File: src/rtl/l2_event_sched.sv
// Event scheduler feeding the 3-neuron L2 layer: captures L1 spike requests, issues them
// one at a time in round-robin order, and frames each event with a spike-output window.
module l2_event_sched #(
    parameter int P_WIN    = 2,
    parameter int P_GAP    = 4,
    parameter int P_DROP_W = 8
) (
    input  logic                i_clk,
    input  logic                i_rst,
    input  logic [6:1]          i_req,
    input  logic                i_enable,
    output logic [6:1]          o_event,
    output logic                o_sp_control,
    output logic                o_busy,
    output logic [6:1]          o_pending,
    output logic [P_DROP_W-1:0] o_drop_cnt,
    output logic [1:0]          o_dbg_state
);
    typedef enum logic [1:0] {S_IDLE, S_ISSUE, S_WAIT, S_GAP} state_t;

    localparam int DW = P_DROP_W + 3;
    localparam logic [3:0] L_WIN_LD = 4'(P_WIN - 1);
    localparam logic [3:0] L_GAP_LD = (P_GAP == 0) ? 4'd0 : 4'(P_GAP - 1);

    state_t                r_state;
    logic [6:1]            r_pending;
    logic [2:0]            r_last;
    logic [3:0]            r_cnt;
    logic                  r_en;
    logic [6:1]            r_event;
    logic                  r_sp;
    logic                  r_busy;
    logic [P_DROP_W-1:0]   r_drop;

    state_t                w_state_next;
    logic [6:1]            w_grant;
    logic [2:0]            w_grant_idx;
    logic                  w_issue;
    logic [6:1]            w_clr;
    logic [6:1]            w_drop_bits;
    logic [2:0]            w_drop_n;
    logic [DW-1:0]         w_drop_sum;
    logic [P_DROP_W-1:0]   w_drop_next;
    logic [3:0]            w_cnt_next;
    logic [6:1]            w_event_next;
    logic                  w_sp_next;
    logic                  w_busy_next;

    // Round-robin search starting just after the last issued source.
    always_comb begin
        int idx;
        idx         = 0;
        w_grant     = '0;
        w_grant_idx = r_last;
        for (int k = 1; k <= 6; k++) begin
            idx = ((int'(r_last) + k - 1) % 6) + 1;
            if (w_grant == '0 && r_pending[3'(idx)]) begin
                w_grant[3'(idx)] = 1'b1;
                w_grant_idx      = 3'(idx);
            end
        end
    end

    assign w_issue     = (r_state == S_IDLE) && r_en && (r_pending != '0);
    assign w_clr       = w_issue ? w_grant : '0;
    assign w_drop_bits = i_req & r_pending & ~w_clr;

    always_comb begin
        w_drop_n = '0;
        for (int n = 1; n <= 6; n++) begin
            w_drop_n = w_drop_n + 3'(w_drop_bits[3'(n)]);
        end
    end

    assign w_drop_sum  = DW'(r_drop) + DW'(w_drop_n);
    assign w_drop_next = (w_drop_sum[DW-1:P_DROP_W] != '0) ? '1 : w_drop_sum[P_DROP_W-1:0];

    // State register
    always_ff @(posedge i_clk or posedge i_rst) begin
        if (i_rst) begin
            r_state <= S_IDLE;
        end else begin
            r_state <= w_state_next;
        end
    end

    // Next-state logic; WAIT and GAP share the single down-counter
    always_comb begin
        w_state_next = r_state;
        case (r_state)
            S_IDLE:  if (w_issue) w_state_next = S_ISSUE;
            S_ISSUE: w_state_next = S_WAIT;
            S_WAIT:  if (r_cnt == 4'd0) w_state_next = (P_GAP == 0) ? S_IDLE : S_GAP;
            S_GAP:   if (r_cnt == 4'd0) w_state_next = S_IDLE;
            default: w_state_next = S_IDLE;
        endcase
    end

    // Output logic, computed one cycle ahead so every output leaves a flop
    always_comb begin
        w_event_next = w_issue ? w_grant : '0;
        w_sp_next    = (w_state_next == S_WAIT);
        w_busy_next  = (w_state_next != S_IDLE);
        w_cnt_next   = r_cnt;
        case (r_state)
            S_ISSUE: w_cnt_next = L_WIN_LD;
            S_WAIT:  w_cnt_next = (r_cnt == 4'd0) ? L_GAP_LD : r_cnt - 4'd1;
            S_GAP:   w_cnt_next = (r_cnt == 4'd0) ? 4'd0 : r_cnt - 4'd1;
            default: w_cnt_next = r_cnt;
        endcase
    end

    always_ff @(posedge i_clk or posedge i_rst) begin
        if (i_rst) begin
            r_pending <= '0;
            r_last    <= 3'd6;
            r_cnt     <= '0;
            r_en      <= 1'b0;
            r_event   <= '0;
            r_sp      <= 1'b0;
            r_busy    <= 1'b0;
            r_drop    <= '0;
        end else begin
            r_pending <= (r_pending & ~w_clr) | i_req;
            if (w_issue) r_last <= w_grant_idx;
            r_cnt     <= w_cnt_next;
            r_en      <= i_enable;
            r_event   <= w_event_next;
            r_sp      <= w_sp_next;
            r_busy    <= w_busy_next;
            r_drop    <= w_drop_next;
        end
    end

    assign o_event      = r_event;
    assign o_sp_control = r_sp;
    assign o_busy       = r_busy;
    assign o_pending    = r_pending;
    assign o_drop_cnt   = r_drop;
    assign o_dbg_state  = r_state;
endmodule

File: config.mk
export PLATFORM = sky130hd
export DESIGN_NAME = l2_event_sched
export DESIGN_NICKNAME = d
export VERILOG_FILES = /design/src/rtl/l2_event_sched.sv
export SDC_FILE = /design/constraint.sdc
export NUM_CORES = 1
export LEC_CHECK = 0
export ABC_AREA = 1
export BUFFER_PORTS_ARGS = -buffer_cell sky130_fd_sc_hd__buf_2
export CORE_MARGIN = 1.5
export CORE_UTILIZATION = 59
export DETAILED_ROUTE_END_ITERATION = 10
export GPL_TIMING_DRIVEN = 0
export HOLD_SLACK_MARGIN = 0.03
export PLACE_DENSITY = 0.81
export SLEW_MARGIN = 20
export SYNTH_ARGS = -nofsm -noshare
export SYNTH_HDL_FRONTEND = slang
export SYNTH_SLANG_ARGS = --single-unit
export TNS_END_PERCENT = 1
File: constraint.sdc
create_clock -name i_clk -period 6.1 [get_ports i_clk]
set_input_delay 0.61 -clock i_clk [delete_from_list [all_inputs] [get_ports i_clk]]
set_output_delay 0.61 -clock i_clk [all_outputs]
set_load 0.03 [all_outputs]
; ---- Word level (Yosys, flattened, before mapping)
; Index checks and enable logic that the tools add are counted.
[word_totals]
register_bits = 24
in_bits = 9
out_inout_bits = 24
word_cells = 132
[classes]
add_sub_neg = 19
div = 6
order_cmp = 12
eq_ne = 4
mux = 50
bitwise = 8
reduce_logical = 25
[op_table]
columns = op, n
row1 = "32-bit by 4-bit modulo with 32-bit output, second input constant", 6
row2 = 6-bit 2-to-1 mux, 7
row3 = 6-bit bitwise OR, 6
row4 = 6-bit logical NOT, 5
row5 = "3-bit by 5-bit less-than comparator with 1-bit output, second input constant", 6
row6 = "4-bit by 1-bit subtractor with 5-bit output, second input constant", 6
row7 = "3-bit by 2-bit adder with 3-bit output, second input constant", 6
row8 = 1-bit binary-select mux with 3-bit select, 6
row9 = 1-bit demux with 3-bit select, 6
row10 = "3-bit by 1-bit >= comparator with 1-bit output, second input constant", 6
row11 = 1-bit 2-to-1 mux, 18
row12 = 3-bit 2-to-1 mux, 6
row13 = 1-bit logical AND, 13
row14 = "3-bit by 3-bit adder with 4-bit output, second input constant", 3
row15 = 4-bit one-hot mux with 3 select lines, 1
row16 = 6-bit nonzero test, 2
row17 = "3-bit by 2-bit adder with 4-bit output, second input constant", 2
row18 = 4-bit 2-to-1 mux, 2
row19 = 2-bit one-hot mux with 4 select lines, 1
row20 = 6-bit AND, 1
row21 = "2-bit equality test, second input constant", 3
row22 = 2-bit 2-to-1 mux, 3
row23 = 6-bit NOT, 1
row24 = "3-bit by 1-bit adder with 4-bit output, second input constant", 1
row25 = 7 further kinds, 7

; ---- Longest topological paths before layout
; Gate-level depths: netlist of the first run.
[depth]
word_depth = 28
mapped_depth = 37
depth_no_buf = 37

; ---- Least setup slack after synthesis of the first run
; Ideal clock, no wire load.
[synth_path]
path_kind = flip-flop to flip-flop
startpoint = register r_last[0]
endpoint = register r_last[1]
setup_time_ps = 61
arrival_time_ps = 4199
t_required_ps = 6039
setup_slack_ps = 1841
path_stages_with_launch = 34
path_buffers = 4
period_less_slack_ps = 4259
cell_sequence = dfrtp_1 -> buf_4 -> buf_6 -> inv_1 -> clkbuf_1 -> ha_1 -> inv_1 -> nand2_2 -> nand2_4 -> inv_1 -> ha_1 -> o21ai_2 -> nand4_2 -> or2_4 -> a21oi_1 -> ha_1 -> inv_1 -> o21ai_0 -> nand3_2 -> nand2_2 -> nor2_1 -> nand2_2 -> o21bai_4 -> nor2_4 -> nand2_4 -> nand2_2 -> nand2_2 -> nand2_2 -> nor2_4 -> buf_6 -> nor2_4 -> nor2_4 -> nand2_1 -> nand2_1
[synth_between]
elab_chain_len = 25
[synth_rtl]
columns = item, line
row1 = "start, declared", 27  ; logic [2:0] r_last;
row2 = "start signal, assigned", 125  ; if (w_issue) r_last <= w_grant_idx;
row3 = 3-bit by 1-bit adder with 4-bit output, 56  ; idx = ((int'(r_last) + k - 1) % 6) + 1;
row4 = 4-bit by 1-bit subtractor with 5-bit output, 56
row5 = 32-bit by 4-bit modulo with 32-bit output, 56
row6 = 3-bit by 2-bit adder with 3-bit output, 56
row7 = 3-bit by 5-bit less-than comparator with 1-bit output (not written as such) / 3-bit by 1-bit >= comparator with 1-bit output (equally long branches), 58  ; w_grant[3'(idx)] = 1'b1;
row8 = 1-bit logical AND (not written as such), 58
row9 = 1-bit 2-to-1 mux (not written as such), 58
row10 = 1-bit demux with 3-bit select, 58
row11 = [9 not listed], --
row12 = 6-bit 2-to-1 mux, 57  ; if (w_grant == '0 && r_pending[3'(idx)]) begin
row13 = 6-bit logical NOT, 57
row14 = 1-bit logical AND, 57
row15 = 6-bit 2-to-1 mux, 57
row16 = 6-bit logical NOT, 57
row17 = 1-bit logical AND, 57
row18 = 6-bit nonzero test (no source line), --
row19 = 2-bit AND reduction (no source line), --
; Several ways; a longest one is shown, not always the timed one. The select of a mux whose other input is x is not followed.
; A chain may end at the register's enable or synchronous reset.

; ---- Worst setup path in the final report of the first run
; Same ends and word-level chain as after synthesis.

==> impl_metrics.xml, run 1 <==
<?xml version="1.0" encoding="UTF-8"?>
<metrics>
  <group name="yosys">
    <metric name="yosys_warnings" unit="">0</metric>
    <metric name="synth_area_leaders" unit="">sky130_fd_sc_hd__dfrtp_1 21%, sky130_fd_sc_hd__nand2_1 11%, sky130_fd_sc_hd__inv_1 9.9%</metric>
    <metric name="yosysTopAreaCellShare" unit="">0.210</metric>
    <metric name="synth-async-reset-ratio" unit="">1.00</metric>
    <metric name="ys_ff_latch" unit="">24</metric>
    <metric name="syn-instance-count" unit="">383</metric>
    <metric name="synth_top_area_cell" unit="">sky130_fd_sc_hd__dfrtp_1</metric>
    <metric name="post_synth_edffs" unit="">0</metric>
    <metric name="synth_top_flop_cell" unit="">sky130_fd_sc_hd__dfrtp_1</metric>
    <metric name="synth_seq_area_share" unit="">0.230</metric>
    <metric name="syn-cell-area" unit="um2">2620</metric>
    <metric name="synth_cell_type_count" unit="">44</metric>
    <metric name="synth_commonest_cells" unit="">79 x sky130_fd_sc_hd__nand2_1, 69 x sky130_fd_sc_hd__inv_1, 32 x sky130_fd_sc_hd__nor2_1</metric>
    <metric name="synth.most_common_cell" unit="">sky130_fd_sc_hd__nand2_1</metric>
    <metric name="syn_area_per_cell" unit="um2">6.85</metric>
  </group>
  <group name="sta">
    <metric name="timing.clock.skew" unit="ps">6.96</metric>
    <metric name="maxSlewHeadroom" unit="">0.447</metric>
    <metric name="post-route-period-util" unit="">0.808</metric>
    <metric name="timing_max_transition_violations_final" unit="">0</metric>
    <metric name="grt_setup_unrepaired" unit="">no</metric>
    <metric name="worst_slew_pin_slew" unit="ps">829</metric>
    <metric name="hold_viol" unit="">0</metric>
    <metric name="min_period" unit="ps">4930</metric>
    <metric name="setup_viol" unit="">0</metric>
    <metric name="fmax" unit="MHz">203</metric>
    <metric name="totalNegativeSetupSlack" unit="ps">0</metric>
  </group>
  <group name="clocking">
    <metric name="sink_count" unit="">24</metric>
    <metric name="cts-root-buf" unit="">sky130_fd_sc_hd__clkbuf_8</metric>
    <metric name="clkTransAtPathRegs" unit="ps">80</metric>
    <metric name="cts.path.max_buffers" unit="">2</metric>
    <metric name="cts_setup_buffers" unit="">0</metric>
    <metric name="number_of_buffers_inserted_for_hold_repair_after_clock_tree_synthesis" unit="">0</metric>
    <metric name="clock_tree.htree_level_count" unit="">1</metric>
    <metric name="clock_tree_from_tritoncts" unit="">done</metric>
    <metric name="cts.repair.resized" unit="">0</metric>
    <metric name="clkLatencyLatePin" unit="ps">270</metric>
    <metric name="cts-buffers-inserted" unit="">3</metric>
  </group>
  <group name="flow_run">
    <metric name="drv.max_cap_violation_count" unit="">0</metric>
  </group>
  <group name="drt">
    <metric name="drt_drc_violations_left" unit="">0</metric>
    <metric name="first_iter_violations" unit="">146</metric>
    <metric name="routed-via-count" unit="">2385</metric>
    <metric name="route.antenna.remaining_nets" unit="">0</metric>
    <metric name="route.detailed.wl_per_inst" unit="um">11.9</metric>
    <metric name="avgViaCountPerCell" unit="">5.06</metric>
    <metric name="first_pass_iteration_count_of_the_detailed_router" unit="">4</metric>
    <metric name="postRouteWirelength" unit="um">5600</metric>
  </group>
  <group name="finish">
    <metric name="antenna-diode-count" unit="">0</metric>
    <metric name="areaGrowthSynthToFinish" unit="%">10.9</metric>
    <metric name="post_route_cells_drive_above_1_share" unit="">0.267</metric>
    <metric name="nNetsFinal" unit="">445</metric>
    <metric name="fillerInstances" unit="">392</metric>
  </group>
  <group name="setup_path">
    <metric name="reg2reg_launch_point" unit="">r_last[0]</metric>
    <metric name="wp_depth" unit="">33</metric>
    <metric name="critPathSlowestCell" unit="">sky130_fd_sc_hd__dfrtp_1</metric>
    <metric name="critical_path.top_delay_family" unit="">simple AND/OR/NAND/NOR gates</metric>
    <metric name="endpoint_kind" unit="">flop</metric>
    <metric name="startpoint" unit="">r_last[0]</metric>
    <metric name="worst_ep_required_time" unit="ps">6310</metric>
    <metric name="worst-path-buf-inv" unit="">8</metric>
    <metric name="cp_max_fo" unit="">11</metric>
    <metric name="worst_path_largest_cell_delay" unit="ps">500</metric>
    <metric name="reg2reg_slack" unit="ps">1170</metric>
    <metric name="worstSetupEndpoint" unit="">r_last[1]</metric>
    <metric name="worst-r2r-cell-count" unit="">33</metric>
    <metric name="worstSetupPathType" unit="">flop to flop</metric>
    <metric name="crit_path_frequent_cell" unit="">sky130_fd_sc_hd__nand2_2</metric>
    <metric name="cp-start-kind" unit="">flop</metric>
    <metric name="worst_r2r_endpoint" unit="">r_last[1]</metric>
    <metric name="worst_ep_arrival_time" unit="ps">5140</metric>
  </group>
  <group name="place">
    <metric name="hpwl" unit="um">4600</metric>
    <metric name="place.port_buffers" unit="">24</metric>
    <metric name="place_congestion" unit="">0.892</metric>
  </group>
  <group name="grt">
    <metric name="number_of_global_route_vias_before_repair" unit="">2316</metric>
    <metric name="grt_use_total" unit="">0.249</metric>
    <metric name="grt_residual_overflow" unit="">0</metric>
    <metric name="grt_first_pass_wirelength" unit="um">9960</metric>
    <metric name="antenna_found_initial" unit="">0</metric>
    <metric name="maximum_number_of_pins_on_one_net_before_global_route_repair" unit="">25</metric>
  </group>
  <group name="die">
    <metric name="core_region_area" unit="um2">4320</metric>
    <metric name="start_util" unit="">0.606</metric>
    <metric name="fp.dieH" unit="um">69.7</metric>
    <metric name="floorplan.die_area" unit="um2">4850</metric>
    <metric name="die_w" unit="um">69.7</metric>
    <metric name="io_pins" unit="">33</metric>
    <metric name="rows" unit="">24</metric>
  </group>
  <group name="min_path">
    <metric name="min-delay-path-class" unit="">input port to flop</metric>
    <metric name="whs_path_depth" unit="">1</metric>
  </group>
  <group name="outcome">
    <metric name="run_status" unit="">finished clean</metric>
  </group>
</metrics>
==> layout make-up <==
cell class | instances | area [um2] | share of cell area
plain buffers | 14 | 103 | 0.0353
clock buffers | 3 | 41.3 | 0.0142
clock inverters | 1 | 30.0 | 0.0103
inverters | 76 | 285 | 0.0981
multi-input cells | 277 | 1660 | 0.571
flip-flops and latches | 24 | 603 | 0.207
well taps | 52 | 65.1 | 0.0224
repair buffers | 24 | 120 | 0.0413
==> through the flow <==
step                       util  area, um2  instances  hold WS [ps]  setup slack (ps)
final                     0.673       2910        471           443              1170
after global routing      0.673       2910        471           434               676
after CTS                 0.673       2910        471           445              1210
after detailed placement  0.656       2840        467           479              1240
after global placement    0.656       2840        467           479              1320
after floorplan               -       2650        391           459              1840
==> placed cells by master (no fill, tap or decap), types with 4 or more instances in the layout <==
cell / instances
sky130_fd_sc_hd__nand2_1: 79
sky130_fd_sc_hd__inv_1: 69
sky130_fd_sc_hd__nor2_1: 32
sky130_fd_sc_hd__o21ai_0: 26
sky130_fd_sc_hd__buf_2: 25
sky130_fd_sc_hd__nand2_2: 24
sky130_fd_sc_hd__dfrtp_1: 22
sky130_fd_sc_hd__ha_1: 15
sky130_fd_sc_hd__nand3_1: 12
sky130_fd_sc_hd__buf_4: 9
sky130_fd_sc_hd__conb_1: 9
sky130_fd_sc_hd__nand3_2: 8
sky130_fd_sc_hd__inv_2: 7
sky130_fd_sc_hd__a21oi_1: 7
sky130_fd_sc_hd__nor2_4: 6
sky130_fd_sc_hd__o21ai_1: 6
sky130_fd_sc_hd__nand2_4: 5
sky130_fd_sc_hd__xor2_1: 5
sky130_fd_sc_hd__nor2_2: 5
sky130_fd_sc_hd__or2_2: 4
==> worst min-delay path by stage <==
stage / startpoint / endpoint
floorplan: r_cnt[3] / r_cnt[3]
global placement: r_cnt[3] / r_cnt[3]
detailed placement: r_cnt[3] / r_cnt[3]
CTS: i_enable / r_en
global route: i_enable / r_en
finish: i_enable / r_en
==> worst register-to-register path: cells and delay by family, from the launching register on <==
| family | cells | cell delay (ps) |
|---|---|---|
| fa+ha+maj | 3 | 790 |
| buf+inv | 8 | 1330 |
| compound gates | 3 | 430 |
| flops | 1 | 500 |
| simple gates | 19 | 1830 |
==> per-layer routing <==
| layer | vias to the layer above | GRT usage | share of wire |
|---|---|---|---|
| li1 | 1254 | - | - |
| met1 | 1067 | 0.331 | 0.46 |
| met2 | 57 | 0.439 | 0.48 |
| met3 | 7 | 0.0218 | 0.046 |
| met4 | 0 | 0.0620 | 0.013 |
| met5 | - | 0 | 0 |
==> registers in the layout (all words and copies together) (netlist names) <==
name / cells
o_dbg_state: 2
o_event: 6
o_pending: 6
o_busy: 1
o_sp_control: 1
r_cnt: 4
r_en: 1
r_last: 3
==> cells by family (layout without fill, tap and decap cells) <==
| kind of cell | Yosys count | after routing | synth area share |
|---|---|---|---|
| compound gates | 56 | 56 | 0.133 |
| xor+xnor | 7 | 7 | 0.0234 |
| fa+ha+maj | 16 | 16 | 0.0792 |
| buf+inv | 90 | 118 | 0.148 |
| flops | 24 | 24 | 0.230 |
| other cells | 1 | 9 | 0.00143 |
| simple gates | 189 | 189 | 0.385 |
Power of run 1 is not shown: default switching activity piles up to over one toggle a cycle in this logic, so the estimate is an artifact.
==> run 2: changes to the inputs <==
ABC_AREA = 0   (was 1)
clock period = 5.02 ns   (was 6.1 ns; I/O delays follow)
==> run 2 against run 1 <==
Core utilization increased by 3.4 points; clock skew fell by 5.2 ps; cell count shrank 13%; die area is 1.0% higher; largest cell class unchanged; highest routed layer unchanged.
==> impl_metrics.xml, run 2 <==
<?xml version="1.0" encoding="UTF-8"?>
<metrics>
  <group name="finish">
    <metric name="layout_common_cells" unit="">29 x sky130_fd_sc_hd__nand2_1, 26 x sky130_fd_sc_hd__buf_2, 24 x sky130_fd_sc_hd__buf_4</metric>
    <metric name="antenna-diode-count" unit="">0</metric>
    <metric name="fin_cells" unit="">410</metric>
    <metric name="post_route_cells_drive_above_1_share" unit="">0.268</metric>
    <metric name="areaGrowthSynthToFinish" unit="%">15.3</metric>
    <metric name="layout_commonest_cell" unit="">sky130_fd_sc_hd__nand2_1</metric>
    <metric name="multi_input_comb_area" unit="um2">1900</metric>
    <metric name="seq_area" unit="um2">604</metric>
    <metric name="stdcell_area" unit="um2">3050</metric>
    <metric name="nNetsFinal" unit="">384</metric>
    <metric name="fillerInstances" unit="">380</metric>
  </group>
  <group name="die">
    <metric name="core_region_area" unit="um2">4320</metric>
    <metric name="io_pins" unit="">33</metric>
    <metric name="floorplan.die_area" unit="um2">4900</metric>
    <metric name="fp.dieH" unit="um">70.0</metric>
    <metric name="rows" unit="">24</metric>
    <metric name="start_util" unit="">0.613</metric>
    <metric name="die_w" unit="um">70.0</metric>
  </group>
  <group name="yosys">
    <metric name="synth_seq_area_share" unit="">0.228</metric>
    <metric name="synth_top_area_cell" unit="">sky130_fd_sc_hd__dfrtp_1</metric>
    <metric name="synth.most_common_cell" unit="">sky130_fd_sc_hd__nand2_1</metric>
    <metric name="synth_commonest_cells" unit="">29 x sky130_fd_sc_hd__nand2_1, 22 x sky130_fd_sc_hd__dfrtp_1, 17 x sky130_fd_sc_hd__a21oi_1, 17 x sky130_fd_sc_hd__inv_1, 17 x sky130_fd_sc_hd__nor2_1</metric>
    <metric name="synth_top_flop_cell" unit="">sky130_fd_sc_hd__dfrtp_1</metric>
    <metric name="yosysTopAreaCellShare" unit="">0.208</metric>
    <metric name="syn_area_per_cell" unit="um2">8.58</metric>
    <metric name="yosys_warnings" unit="">0</metric>
    <metric name="syn-cell-area" unit="um2">2650</metric>
    <metric name="ys_ff_latch" unit="">24</metric>
    <metric name="syn-instance-count" unit="">309</metric>
    <metric name="synth_area_leaders" unit="">sky130_fd_sc_hd__dfrtp_1 21%, sky130_fd_sc_hd__ha_1 7.1%, sky130_fd_sc_hd__mux2i_1 4.5%</metric>
    <metric name="post_synth_edffs" unit="">0</metric>
    <metric name="synth-async-reset-ratio" unit="">1.00</metric>
    <metric name="synth_cell_type_count" unit="">82</metric>
  </group>
  <group name="outcome">
    <metric name="run_status" unit="">finished clean</metric>
  </group>
  <group name="grt">
    <metric name="maximum_number_of_pins_on_one_net_before_global_route_repair" unit="">25</metric>
    <metric name="number_of_global_route_vias_before_repair" unit="">2253</metric>
    <metric name="grt_residual_overflow" unit="">0</metric>
    <metric name="grt_first_pass_wirelength" unit="um">10500</metric>
    <metric name="antenna_found_initial" unit="">0</metric>
    <metric name="grt_use_total" unit="">0.261</metric>
  </group>
  <group name="setup_path">
    <metric name="worst-r2r-cell-count" unit="">20</metric>
    <metric name="crit_path_frequent_cell" unit="">sky130_fd_sc_hd__a21oi_1</metric>
    <metric name="worst_ep_required_time" unit="ps">5220</metric>
    <metric name="worst_path_largest_cell_delay" unit="ps">500</metric>
    <metric name="worstSetupPathType" unit="">flop to flop</metric>
    <metric name="reg2reg_slack" unit="ps">270</metric>
    <metric name="worst-path-buf-inv" unit="">3</metric>
    <metric name="timing.critical_path.cells" unit="">buf_4 &gt; clkinvlp_4 &gt; ha_1 &gt; xnor2_4 &gt; ha_1 &gt; nor2b_2 &gt; a21oi_1 &gt; a21oi_1 &gt; nor2_1 &gt; a21oi_1 &gt; ha_2 &gt; inv_1 &gt; a2111o_1 &gt; o211a_2 &gt; or4b_1 &gt; o211ai_2 &gt; nor4_4 &gt; or3_4 &gt; o31ai_1 &gt; o221a_1</metric>
    <metric name="critical_path.top_delay_family" unit="">compound AO/OA/AOI/OAI gates</metric>
    <metric name="worst_ep_arrival_time" unit="ps">4960</metric>
    <metric name="cp_max_fo" unit="">10</metric>
    <metric name="critPathSlowestCell" unit="">sky130_fd_sc_hd__or4b_1</metric>
    <metric name="reg2reg_launch_point" unit="">r_last[0]</metric>
    <metric name="endpoint_kind" unit="">flop</metric>
    <metric name="worst_r2r_endpoint" unit="">r_last[2]</metric>
    <metric name="cp-start-kind" unit="">flop</metric>
  </group>
  <group name="clocking">
    <metric name="clkTransAtPathRegs" unit="ps">80</metric>
    <metric name="cts.path.max_buffers" unit="">2</metric>
    <metric name="cts-root-buf" unit="">sky130_fd_sc_hd__clkbuf_8</metric>
    <metric name="clock_tree_from_tritoncts" unit="">done</metric>
    <metric name="number_of_buffers_inserted_for_hold_repair_after_clock_tree_synthesis" unit="">0</metric>
    <metric name="clkLatencyLatePin" unit="ps">260</metric>
    <metric name="sink_count" unit="">24</metric>
    <metric name="cts-buffers-inserted" unit="">3</metric>
    <metric name="clock_tree.htree_level_count" unit="">1</metric>
  </group>
  <group name="sta">
    <metric name="fmax" unit="MHz">210</metric>
    <metric name="maxSlewHeadroom" unit="">0.430</metric>
    <metric name="hold_viol" unit="">0</metric>
    <metric name="timing.clock.skew" unit="ps">1.79</metric>
    <metric name="setup_viol" unit="">0</metric>
    <metric name="post-route-period-util" unit="">0.947</metric>
    <metric name="min_period" unit="ps">4750</metric>
    <metric name="setup_ws" unit="ps">265</metric>
    <metric name="totalNegativeSetupSlack" unit="ps">0</metric>
    <metric name="timing_max_transition_violations_final" unit="">0</metric>
    <metric name="worst_slew_pin_slew" unit="ps">853</metric>
  </group>
  <group name="drt">
    <metric name="postRouteWirelength" unit="um">6510</metric>
    <metric name="route.detailed.wl_per_inst" unit="um">15.9</metric>
    <metric name="route.antenna.remaining_nets" unit="">0</metric>
    <metric name="first_iter_violations" unit="">156</metric>
    <metric name="avgViaCountPerCell" unit="">6.16</metric>
    <metric name="drt_drc_violations_left" unit="">0</metric>
    <metric name="routed-via-count" unit="">2525</metric>
    <metric name="first_pass_iteration_count_of_the_detailed_router" unit="">5</metric>
  </group>
  <group name="place">
    <metric name="dpl.cell_count" unit="">393</metric>
    <metric name="place_ws" unit="ps">-395</metric>
    <metric name="place_congestion" unit="">0.932</metric>
    <metric name="hpwl" unit="um">4890</metric>
    <metric name="detailed_place.area" unit="um2">2870</metric>
    <metric name="place.port_buffers" unit="">24</metric>
  </group>
  <group name="min_path">
    <metric name="worstHoldEndpoint" unit="">r_en</metric>
    <metric name="whs_path_depth" unit="">1</metric>
    <metric name="hold_path_startpoint" unit="">i_enable</metric>
    <metric name="min-delay-path-class" unit="">input port to flop</metric>
  </group>
  <group name="flow_run">
    <metric name="drv.max_cap_violation_count" unit="">0</metric>
  </group>
</metrics>
-- run 2: cell count changes in the layout (fill, tap and decap cells not counted), moves of 7 or more --
cell,before,now
sky130_fd_sc_hd__nor2_1,32,16
sky130_fd_sc_hd__nand2_2,24,0
sky130_fd_sc_hd__o21ai_0,26,12
sky130_fd_sc_hd__mux2i_1,0,12
sky130_fd_sc_hd__clkbuf_1,2,10
sky130_fd_sc_hd__a21oi_1,7,17
sky130_fd_sc_hd__inv_1,69,16
sky130_fd_sc_hd__nand3_2,8,1
sky130_fd_sc_hd__nand2_1,79,29
sky130_fd_sc_hd__buf_4,9,24
sky130_fd_sc_hd__mux2_2,0,7
-- run 2: timing repair --
item,CTS,global route
setup endpoints to repair,12,13
cloned,0,0
pin swaps,0,4
gates resized for setup,4,7
setup buffers,0,15
-- run 2: how the worst max path moves through the flow --
stage | start | end | slack (ps) | cells after the start
detailed placement | r_last[1] | o_pending[1] | -400 | 21
global route | r_last[0] | r_last[1] | -7 | 20
floorplan | r_last[1] | r_last[1] | 330 | 21
finish | r_last[0] | r_last[2] | 270 | 20
global placement | r_last[1] | o_pending[4] | -270 | 21
CTS | r_last[1] | o_pending[1] | 60 | 20
-- run 2: metrics by stage --
step	utilization	hold WS, ps
floorplan	-	498
global placement	0.663	525
detailed placement	0.663	533
CTS	0.679	337
global route	0.706	337
finish	0.706	345
-- run 2: metal layers --
metal  vias up  wire [um]  global-route usage
li1       1226          -                   -
met1      1178       2910               0.358
met2       102       3010               0.441
met3        19        465              0.0433
met4         0        136              0.0449
met5         -          0                   0
-- run 2: final cells by class --
| cell class | instances | area share |
|---|---|---|
| buffer | 23 | 0.0434 |
| clock buffer | 4 | 0.0180 |
| inverter | 18 | 0.0234 |
| multi-input combinational | 250 | 0.621 |
| sequential | 24 | 0.198 |
| tap | 52 | 0.0213 |
| timing repair buffer | 39 | 0.0754 |
-- run 2: cell families (layout without fill, tap and decap cells) --
kind of cell             after synthesis  in the layout  synth area share
adder cells (fa/ha/maj)               16             16            0.0784
other                                  1              9           0.00142
buffers and inverters                 43             84            0.0774
XOR/XNOR                              11             11            0.0576
flip-flops                            24             24             0.228
AO/OA/AOI/OAI                         82             82             0.223
AND/OR/NAND/NOR                      111            111             0.242
multiplexers                          21             21            0.0921
-- run 2: worst register-to-register path, stage by stage, from the launching register on --
cell and delay [ps]:
sky130_fd_sc_hd__dfrtp_2 450, sky130_fd_sc_hd__buf_4 220, sky130_fd_sc_hd__clkinvlp_4 170, sky130_fd_sc_hd__ha_1 290
sky130_fd_sc_hd__xnor2_4 250, sky130_fd_sc_hd__ha_1 290, sky130_fd_sc_hd__nor2b_2 130, sky130_fd_sc_hd__a21oi_1 90
sky130_fd_sc_hd__a21oi_1 140, sky130_fd_sc_hd__nor2_1 60, sky130_fd_sc_hd__a21oi_1 130, sky130_fd_sc_hd__ha_2 210
sky130_fd_sc_hd__inv_1 40, sky130_fd_sc_hd__a2111o_1 340, sky130_fd_sc_hd__o211a_2 190, sky130_fd_sc_hd__or4b_1 500
sky130_fd_sc_hd__o211ai_2 280, sky130_fd_sc_hd__nor4_4 110, sky130_fd_sc_hd__or3_4 390, sky130_fd_sc_hd__o31ai_1 220
sky130_fd_sc_hd__o221a_1 210
Power of run 2 is left out for the same reason.
==> run 3: changes to the inputs <==
PLACE_DENSITY = 0.93   (was 0.81)
==> run 3 against run 2 <==
Die area did not move; highest routed layer unchanged; clock skew rose by 3.3 ps; flip-flop and latch count did not move; register-to-register slack got worse by 50 ps; design area rose by 1.1%.
==> impl_metrics.xml, run 3 (synthesized netlist as in run 2, its figures left out) <==
<?xml version="1.0" encoding="UTF-8"?>
<metrics>
  <group name="drt">
    <metric name="route.antenna.remaining_nets" unit="">0</metric>
    <metric name="drt_drc_violations_left" unit="">0</metric>
    <metric name="postRouteWirelength" unit="um">7100</metric>
    <metric name="avgViaCountPerCell" unit="">6.33</metric>
    <metric name="route.top_layer_used" unit="">met4</metric>
    <metric name="first_iter_violations" unit="">224</metric>
    <metric name="met1Wirelength" unit="um">2890</metric>
    <metric name="routed-via-count" unit="">2610</metric>
    <metric name="met2_wirelength" unit="um">3430</metric>
    <metric name="met3RoutedLength" unit="um">631</metric>
    <metric name="route.detailed.wl_per_inst" unit="um">17.2</metric>
    <metric name="first_pass_iteration_count_of_the_detailed_router" unit="">6</metric>
  </group>
  <group name="setup_path">
    <metric name="worstSetupPathType" unit="">flop to flop</metric>
    <metric name="worst_ep_required_time" unit="ps">5240</metric>
    <metric name="worst_path_largest_cell_delay" unit="ps">510</metric>
    <metric name="timing.critical_path.cells" unit="">buf_4 &gt; clkinvlp_4 &gt; ha_1 &gt; xnor2_4 &gt; ha_1 &gt; nor2b_2 &gt; a21oi_1 &gt; a21oi_1 &gt; nor2_1 &gt; a21oi_1 &gt; ha_2 &gt; inv_1 &gt; a2111o_1 &gt; o211a_2 &gt; or4b_1 &gt; o211ai_2 &gt; nor4_4 &gt; or3_4 &gt; o31ai_1 &gt; o221a_1</metric>
    <metric name="worst-r2r-cell-count" unit="">20</metric>
    <metric name="critPathSlowestCell" unit="">sky130_fd_sc_hd__or4b_1</metric>
    <metric name="cp_max_fo" unit="">10</metric>
    <metric name="worst-path-buf-inv" unit="">3</metric>
    <metric name="reg2reg_launch_point" unit="">r_last[0]</metric>
    <metric name="cp-start-kind" unit="">flop</metric>
    <metric name="endpoint_kind" unit="">flop</metric>
    <metric name="worst_ep_arrival_time" unit="ps">5020</metric>
    <metric name="critical_path.top_delay_family" unit="">compound AO/OA/AOI/OAI gates</metric>
    <metric name="crit_path_frequent_cell" unit="">sky130_fd_sc_hd__a21oi_1</metric>
    <metric name="worst_r2r_endpoint" unit="">r_last[2]</metric>
    <metric name="reg2reg_slack" unit="ps">220</metric>
  </group>
  <group name="place">
    <metric name="hpwl" unit="um">5220</metric>
    <metric name="place_congestion" unit="">0.977</metric>
    <metric name="place.port_buffers" unit="">24</metric>
  </group>
  <group name="clocking">
    <metric name="cts.path.max_buffers" unit="">2</metric>
    <metric name="clkLatencyLatePin" unit="ps">270</metric>
    <metric name="number_of_buffers_inserted_for_hold_repair_after_clock_tree_synthesis" unit="">0</metric>
    <metric name="cts-buffers-inserted" unit="">3</metric>
    <metric name="cts-root-buf" unit="">sky130_fd_sc_hd__clkbuf_8</metric>
    <metric name="clkTransAtPathRegs" unit="ps">80</metric>
    <metric name="clock_tree_from_tritoncts" unit="">done</metric>
    <metric name="sink_count" unit="">24</metric>
    <metric name="clock_tree.htree_level_count" unit="">1</metric>
  </group>
  <group name="sta">
    <metric name="timing.clock.skew" unit="ps">5.08</metric>
    <metric name="maxSlewHeadroom" unit="">0.394</metric>
    <metric name="post-route-period-util" unit="">0.957</metric>
    <metric name="worst_slew_pin_slew" unit="ps">896</metric>
    <metric name="setup_viol" unit="">0</metric>
    <metric name="totalNegativeSetupSlack" unit="ps">0</metric>
    <metric name="hold_viol" unit="">0</metric>
    <metric name="fmax" unit="MHz">208</metric>
    <metric name="timing_max_transition_violations_final" unit="">0</metric>
    <metric name="min_period" unit="ps">4800</metric>
  </group>
  <group name="min_path">
    <metric name="min-delay-path-class" unit="">input port to flop</metric>
    <metric name="hold_path_startpoint" unit="">i_enable</metric>
    <metric name="worstHoldEndpoint" unit="">r_en</metric>
    <metric name="whs_path_depth" unit="">1</metric>
  </group>
  <group name="finish">
    <metric name="nNetsFinal" unit="">386</metric>
    <metric name="layout_common_cells" unit="">29 x sky130_fd_sc_hd__nand2_1, 27 x sky130_fd_sc_hd__buf_4, 25 x sky130_fd_sc_hd__buf_2</metric>
    <metric name="layout_commonest_cell" unit="">sky130_fd_sc_hd__nand2_1</metric>
    <metric name="antenna-diode-count" unit="">0</metric>
    <metric name="post_route_cells_drive_above_1_share" unit="">0.275</metric>
    <metric name="areaGrowthSynthToFinish" unit="%">16.6</metric>
  </group>
  <group name="flow_run">
    <metric name="drv.max_cap_violation_count" unit="">0</metric>
  </group>
  <group name="die">
    <metric name="rows" unit="">24</metric>
    <metric name="floorplan.die_area" unit="um2">4900</metric>
    <metric name="fp.dieH" unit="um">70.0</metric>
    <metric name="core_region_area" unit="um2">4320</metric>
    <metric name="start_util" unit="">0.613</metric>
    <metric name="die_w" unit="um">70.0</metric>
    <metric name="io_pins" unit="">33</metric>
  </group>
  <group name="outcome">
    <metric name="run_status" unit="">finished clean</metric>
  </group>
  <group name="grt">
    <metric name="grt_use_total" unit="">0.276</metric>
    <metric name="grt_residual_overflow" unit="">0</metric>
    <metric name="grt_first_pass_wirelength" unit="um">10800</metric>
    <metric name="number_of_global_route_vias_before_repair" unit="">2267</metric>
    <metric name="antenna_found_initial" unit="">0</metric>
    <metric name="maximum_number_of_pins_on_one_net_before_global_route_repair" unit="">25</metric>
  </group>
</metrics>
[run 3: what timing repair did]
action                                  CTS  global route
gates resized for setup                   5             8
pin swaps                                 0             5
endpoints found under the setup margin   13            13
buffers inserted                          0            17
[run 3: layout make-up]
cell class / count / area (um2)
Timing Repair Buffer: 41 / 248
Fill cell: 314 / 1230
Buffer: 23 / 133
Clock buffer: 4 / 55.1
Inverter: 18 / 71.3
Sequential cell: 24 / 604
Tap cell: 52 / 65.1
Multi-Input combinational cell: 250 / 1910
[run 3: layer usage]
layer  track usage  vias up
met3        0.0664       22
met5             0        -
met4        0.0620        0
met1         0.362     1228
li1              -     1216
met2         0.462      144
[run 3: stage by stage]
| step | cells | area [um2] | setup WS [ps] | hold WS, ps | util |
|---|---|---|---|---|---|
| after detailed placement | 393 | 2870 | -460 | 528 | 0.663 |
| after floorplan | 317 | 2680 | 332 | 498 | - |
| after CTS | 396 | 2940 | 21.5 | 334 | 0.679 |
| after global routing | 412 | 3090 | -29.9 | 328 | 0.714 |
| after global placement | 393 | 2870 | -208 | 522 | 0.663 |
| final | 412 | 3090 | 216 | 333 | 0.714 |
[run 3: worst max-delay path by stage]
stage | cells past startpoint | startpoint | slack (ps) | endpoint
after floorplan | 21 | r_last[1] | 330 | r_last[1]
after CTS | 21 | r_last[1] | 20 | r_last[1]
after detailed placement | 21 | r_last[1] | -460 | o_pending[4]
final | 20 | r_last[0] | 220 | r_last[2]
after global routing | 20 | r_last[0] | -30 | r_last[2]
after global placement | 21 | r_last[1] | -210 | o_pending[4]
Power of run 3 is left out for the same reason.
